<file path="src/rtl/pipe_div_pkg.sv">
`default_nettype none
// ============================================================================
// Module   : pipe_div_pkg
// Purpose  : Shared types and constants for the EXE-stage iterative divider.
//            Holds the FSM state encoding, the default datapath width and
//            the quotient value returned on a divide by zero.
// Ports    : none (package)
// Revision : 1.0 - initial release
// ============================================================================
package pipe_div_pkg;

  localparam int DIV_WIDTH = 32;

  typedef enum logic [1:0] {
    IDLE = 2'd0,
    RUN  = 2'd1,
    DONE = 2'd2
  } div_state_t;

  // Quotient reported for x/0 (MIPS leaves it undefined; we return all ones).
  localparam logic [DIV_WIDTH-1:0] DIV0_QUOTIENT = '1;

endpackage
`default_nettype wire

</file>
<file path="src/rtl/div_step.sv">
`default_nettype none
// ============================================================================
// Module   : div_step
// Purpose  : One combinational radix-2 restoring division iteration on
//            unsigned magnitudes.
// Ports    : rem         - partial remainder before this step
//            quo         - partial quotient / remaining dividend bits
//            divisor_mag - divisor magnitude
//            rem_next    - partial remainder after this step
//            quo_next    - quotient after this step (new bit in LSB)
// Revision : 1.0 - initial release
// ============================================================================
module div_step
  import pipe_div_pkg::*;
#(
  parameter int WIDTH = DIV_WIDTH
) (
  input  logic [WIDTH-1:0] rem,
  input  logic [WIDTH-1:0] quo,
  input  logic [WIDTH-1:0] divisor_mag,
  output logic [WIDTH-1:0] rem_next,
  output logic [WIDTH-1:0] quo_next
);

  // {rem, quo} << 1 : the remainder gains the dividend bit shifted out of quo.
  // Kept at WIDTH+1 bits so the trial subtraction's sign bit is exact.
  logic [WIDTH:0] shifted;
  logic [WIDTH:0] trial;

  assign shifted = {rem, quo[WIDTH-1]};
  assign trial   = shifted - {1'b0, divisor_mag};

  // Negative trial: restore. The restored value is below divisor_mag, so it
  // always fits back into WIDTH bits.
  assign rem_next = trial[WIDTH] ? shifted[WIDTH-1:0] : trial[WIDTH-1:0];
  assign quo_next = {quo[WIDTH-2:0], ~trial[WIDTH]};

endmodule
`default_nettype wire

</file>
<file path="src/rtl/pipe_divider.sv">
`default_nettype none
// ============================================================================
// Module   : pipe_divider
// Purpose  : Iterative MIPS DIV/DIVU unit sitting beside the ALU in EXE.
//            Restoring division on magnitudes, one bit per cycle, with a
//            sign fix-up when results are written. Stalls the front end
//            while busy.
// Ports    : clk        - rising-edge clock
//            reset      - synchronous active-low reset
//            start      - DIV/DIVU present in EXE (level)
//            is_signed  - 1 = DIV, 0 = DIVU
//            dividend   - rs operand
//            divisor    - rt operand
//            flush      - synchronous abort
//            stall      - hold IF/ID and ID/EXE registers (combinational)
//            busy       - high while iterating (registered)
//            done       - one-cycle pulse when results update (registered)
//            quotient   - LO result, held
//            remainder  - HI result, held
// Revision : 1.0 - initial release
// ============================================================================
module pipe_divider
  import pipe_div_pkg::*;
#(
  parameter int WIDTH = DIV_WIDTH,
  parameter int CNT_W = 6
) (
  input  logic             clk,
  input  logic             reset,
  input  logic             start,
  input  logic             is_signed,
  input  logic [WIDTH-1:0] dividend,
  input  logic [WIDTH-1:0] divisor,
  input  logic             flush,
  output logic             stall,
  output logic             busy,
  output logic             done,
  output logic [WIDTH-1:0] quotient,
  output logic [WIDTH-1:0] remainder
);

  localparam logic [CNT_W-1:0] LAST_STEP = CNT_W'(WIDTH - 1);

  div_state_t       state;
  div_state_t       next_state;
  logic [CNT_W-1:0] cnt;
  logic [WIDTH-1:0] rem;
  logic [WIDTH-1:0] quo;
  logic [WIDTH-1:0] divisor_mag;
  logic             sign_q;
  logic             sign_r;

  logic             accept;
  logic             div_by_zero;
  logic             a_neg;
  logic             b_neg;
  logic [WIDTH-1:0] rem_next;
  logic [WIDTH-1:0] quo_next;

  assign accept      = start && !flush;
  assign div_by_zero = (divisor == '0);
  assign a_neg       = is_signed && dividend[WIDTH-1];
  assign b_neg       = is_signed && divisor[WIDTH-1];

  div_step #(
    .WIDTH (WIDTH)
  ) u_step (
    .rem         (rem),
    .quo         (quo),
    .divisor_mag (divisor_mag),
    .rem_next    (rem_next),
    .quo_next    (quo_next)
  );

  // State register
  always_ff @(posedge clk) begin
    if (!reset) begin
      state <= IDLE;
    end else begin
      state <= next_state;
    end
  end

  // Next-state logic
  always_comb begin
    next_state = state;
    case (state)
      IDLE: begin
        if (accept) begin
          next_state = div_by_zero ? DONE : RUN;
        end
      end
      RUN: begin
        if (flush) begin
          next_state = IDLE;
        end else if (cnt == LAST_STEP) begin
          next_state = DONE;
        end
      end
      DONE:    next_state = IDLE;
      default: next_state = IDLE;
    endcase
  end

  // The pipeline may advance on the DONE cycle, so stall drops there even
  // though start is still high for the same instruction.
  assign stall = (state == RUN) || ((state == IDLE) && accept);

  // Datapath, counter and result registers
  always_ff @(posedge clk) begin
    if (!reset) begin
      cnt         <= '0;
      rem         <= '0;
      quo         <= '0;
      divisor_mag <= '0;
      sign_q      <= 1'b0;
      sign_r      <= 1'b0;
      busy        <= 1'b0;
      done        <= 1'b0;
      quotient    <= '0;
      remainder   <= '0;
    end else begin
      busy <= (next_state == RUN);
      done <= (next_state == DONE);

      case (state)
        IDLE: begin
          if (accept) begin
            cnt         <= '0;
            rem         <= '0;
            quo         <= a_neg ? -dividend : dividend;
            divisor_mag <= b_neg ? -divisor : divisor;
            sign_q      <= a_neg ^ b_neg;
            sign_r      <= a_neg;
            // Divide by zero skips iteration; remainder is the raw rs value.
            if (div_by_zero) begin
              quotient  <= {WIDTH{DIV0_QUOTIENT[0]}};
              remainder <= dividend;
            end
          end
        end
        RUN: begin
          if (!flush) begin
            rem <= rem_next;
            quo <= quo_next;
            cnt <= cnt + 1'b1;
            if (cnt == LAST_STEP) begin
              quotient  <= sign_q ? -quo_next : quo_next;
              remainder <= sign_r ? -rem_next : rem_next;
            end
          end
        end
        default: ;
      endcase
    end
  end

endmodule
`default_nettype wire

</file>
<file path="config.mk">
export PLATFORM = sky130hd
export DESIGN_NAME = pipe_divider
export DESIGN_NICKNAME = d
export VERILOG_FILES = /design/src/rtl/pipe_div_pkg.sv /design/src/rtl/div_step.sv /design/src/rtl/pipe_divider.sv
export SDC_FILE = /design/constraint.sdc
export NUM_CORES = 1
export LEC_CHECK = 0
export CELL_PAD_IN_SITES_DETAIL_PLACEMENT = 0
export CELL_PAD_IN_SITES_GLOBAL_PLACEMENT = 1
export CORE_MARGIN = 2
export CORE_UTILIZATION = 43
export CTS_BUF_LIST = sky130_fd_sc_hd__clkbuf_16
export DETAILED_ROUTE_END_ITERATION = 8
export PLACE_DENSITY_LB_ADDON = 0.2
export SETUP_SLACK_MARGIN = 0.02
export SLEW_MARGIN = 20
export SYNTH_ARGS = -nofsm -noshare
export SYNTH_HDL_FRONTEND = slang
export SYNTH_SLANG_ARGS = --single-unit
</file>
<file path="constraint.sdc">
create_clock -name clk -period 5 [get_ports clk]
set_input_delay 1 -clock clk [delete_from_list [all_inputs] [get_ports clk]]
set_output_delay 1 -clock clk [all_outputs]
set_load 0.01 [all_outputs]
</file>
==> results of run 1 <==
## critical path: cells and delay by family (launching register included)
family | cells | cell delay, ns
flops | 1 | 0.36
compound gates | 9 | 1.79
simple gates | 6 | 1.25
fa+ha+maj | 2 | 0.64
buf+inv | 1 | 0.31
## sequential cells by signal, summed over array words and instances (netlist names)
signal and cells:
divisor_mag 32, quo 32, quotient 32, rem 32, remainder 32, cnt 6
state 2, busy 1, done 1, sign_q 1, sign_r 1
## cell usage in the layout (no fill, tap or decap), types with 29 or more instances in the layout
cell	instances
o31ai_1	29
nor2b_1	52
ha_1	37
and2_1	32
o21ai_0	107
dfxtp_1	172
nand2_1	189
xnor2_1	63
nor2_1	108
a21oi_1	133
nor3_1	32
a211oi_1	34
clkdlybuf4s50_1	134
xor2_1	66
inv_1	59
## worst max path at each step
stage	start	end	slack, ns	depth (start not counted)
after floorplan	quo[31]	remainder[22]	1.08	21
after global placement	rem[18]	remainder[22]	0.72	18
after detailed placement	quo[31]	remainder[22]	0.62	20
after CTS	rem[22]	remainder[22]	0.61	18
after global routing	rem[6]	remainder[22]	0.19	18
final	rem[22]	remainder[22]	0.54	18
## per-stage QoR
stage               util [%]  hold WS, ns  total power [mW]  instance area, um2
floorplan                  -       0.4410             1.990               12080
global route           51.73       0.5058             3.692               14330
detailed placement     49.65       0.4639             2.224               13760
global placement       49.65       0.4518             2.217               13760
finish                 51.73       0.4669             3.525               14330
CTS                    51.73       0.4730             3.543               14330
## report_power, final
group	total, mW	leakage, nW	internal (mW)	switching (mW)
combinational	0.748	3.98	0.294	0.454
sequential	1.45	1.40	1.41	0.0390
clock	1.33	0.279	0.666	0.664
total	3.52	5.65	2.37	1.16
## logic make-up after synthesis
logic type / Yosys count / share of synthesized area [%]
AOI/OAI and AO/OA: 508 / 28.74
muxes: 24 / 2.061
buffers and inverters: 156 / 5.282
adders and majority gates: 38 / 3.998
and+or+nand+nor: 547 / 22.06
DFF: 172 / 28.50
xor gates and xnor gates: 129 / 9.353
## routing by layer
metal | routed length [um] | share of wire, % | vias to the layer above | track usage (%)
met5 | 0 | 0 | - | 0
met4 | 432 | 1.2 | 0 | 5.785
met3 | 1296 | 3.7 | 29 | 2.347
met2 | 16510 | 47 | 276 | 41.59
met1 | 16880 | 48 | 5305 | 32.72
li1 | - | - | 5866 | -
## area by class of cell
cell class / count / area share, %
Inverter: 60 / 1.571
Timing Repair Buffer: 162 / 11.00
Clock buffer: 17 / 2.968
Multi-Input combinational cell: 1246 / 56.08
Clock inverter: 14 / 1.056
Sequential cell: 172 / 24.02
Tap cell: 378 / 3.300
==> impl_metrics.env, run 1 <==
export IMPL_outcome="finished clean"
export IMPL_drc_errors=0
export IMPL_hold_class="reg -> reg"
export IMPL_drt_iter0_drc=908
export IMPL_rrSetupSlack_ns=0.54
export IMPL_holdPathStages=2
export IMPL_syn_inst=1574
export IMPL_cts_root_buf="clkbuf_16"
export IMPL_postCtsHoldBufs=0
export IMPL_grt_usage_pct=24.25
export IMPL_cts_tree="built"
export IMPL_worstPathMaxFanout=19
export IMPL_synthArstFlopShare_pct=0
export IMPL_post_drt_wl_per_cell_um=17.14
export IMPL_min_delay_start="divisor_mag[31]"
export IMPL_core_area_um2=27710
export IMPL_ir_drop_v=0.0001926
export IMPL_r2r_end="remainder[22]"
export IMPL_initial_core_util_pct=43.60
export IMPL_firstDrtPassIters=6
export IMPL_critPathMaxStageDelay_ns=0.51
export IMPL_synth_area_per_cell_um2=7.675
export IMPL_globalRouteOverflowTotal=0
export IMPL_routabilityCongestion=0.8550
export IMPL_clk_latency_ns=0.44
export IMPL_fin_ws_ns=0.5432
export IMPL_finalCritPeriodShare_pct=89.14
export IMPL_setup_viol=0
export IMPL_worst_slew_pin_slew_ns=1.047
export IMPL_place_ws_ns=0.6193
export IMPL_worstRegToRegCells=18
export IMPL_leakagePower_nw=5.653
export IMPL_io_pins=136
export IMPL_die_area_um2=29450
export IMPL_cts_sinks=172
export IMPL_diodes=0
export IMPL_synth_top_cell_area_share_pct=28.50
export IMPL_drv_slew=0
export IMPL_rows=61
export IMPL_whs_endpoint="divisor_mag[31]"
export IMPL_place_inst=2018
export IMPL_worstSetupPathType="reg -> reg"
export IMPL_synth_most_common_cell="nand2_1"
export IMPL_rsz0062_at_grt="no"
export IMPL_cts_buffers=17
export IMPL_fillers=2738
export IMPL_clkSlewWorstSetupHoldPaths_ns=0.08
export IMPL_cts_setup_buffers=0
export IMPL_final_antenna_net_count=0
export IMPL_cap_violations=0
export IMPL_multi_input_area_um2=8038
export IMPL_ff_latch_area_um2=3443
export IMPL_die_w_um=171.6
export IMPL_hold_viol_final=0
export IMPL_relSlewSlack_pct=30.10
export IMPL_layout_nets=1766
export IMPL_yosysUniqueCellTypes=84
export IMPL_crit_top_cell="a21oi_1"
export IMPL_end_kind="flip-flop"
export IMPL_cts_resized=0
export IMPL_grt_pass1_vias=10743
export IMPL_synth_top_area_cell="dfxtp_1"
export IMPL_synthToLayoutAreaGrowth_pct=18.64
export IMPL_vias=11476
export IMPL_netlist_area_um2=12080
export IMPL_arrival_ns=4.79
export IMPL_vias_per_cell=5.601
export IMPL_p_per_area_nw_per_um2=245.9
export IMPL_routed_wl_um=35120
export IMPL_antenna_found_initial=0
export IMPL_fin_crit_ns=4.457
export IMPL_grt_pass1_wl_um=56970
export IMPL_cts_htree_levels=4
export IMPL_ys_ff_latch=172
export IMPL_drive_gt1_share_pct=6.643
export IMPL_fmax_ghz=0.2244
export IMPL_crit_path_cell_trace="ha_1, a21oi_1, o21ai_1, a211oi_2, o31ai_2, or3_1, and2_4, inv_2, nor2_1, a21oi_1, ha_1, nand2_1, a21oi_1, a41oi_1, or2_1, o21ai_1, nor2_1, a221o_1"
export IMPL_synth_seq_area_share_pct=28.50
export IMPL_ys_warn_count=0
export IMPL_dpl_hpwl_um=26610
export IMPL_synthTopCellsByArea="dfxtp_1 (29%), nand2_1 (5.9%), a21oi_1 (5.5%), xor2_1 (4.8%), xnor2_1 (4.6%)"
export IMPL_synth_common_cells="nand2_1 (189), dfxtp_1 (172), a21oi_1 (133)"
export IMPL_ys_flop_type="dfxtp_1"
export IMPL_slowest_stage="or3_1"
export IMPL_portBuffers=135
export IMPL_die_h_um=171.6
export IMPL_cp_start_kind="flip-flop"
export IMPL_synth_edf_count=0
export IMPL_clockBufferDepth=2
export IMPL_stdcell_count=2049
export IMPL_fin_skew_ns=0.01405
export IMPL_fin_setup_tns_ns=0
export IMPL_grt_max_degree=89
export IMPL_crit_required_ns=5.33
export IMPL_synth_nets=1681
export IMPL_rr_startpoint="rem[22]"
(Power assumes the default switching activity.)
==> inputs of run 2 (changes only) <==
--- a/config.mk
+++ b/config.mk
@@ -5,6 +5,7 @@
 export SDC_FILE = /design/constraint.sdc
 export NUM_CORES = 1
 export LEC_CHECK = 0
+export CAP_MARGIN = 10
 export CELL_PAD_IN_SITES_DETAIL_PLACEMENT = 0
 export CELL_PAD_IN_SITES_GLOBAL_PLACEMENT = 1
 export CORE_MARGIN = 2
==> results of run 2 <==
No change in the layout: final DEF, timing and power equal those of run 1.
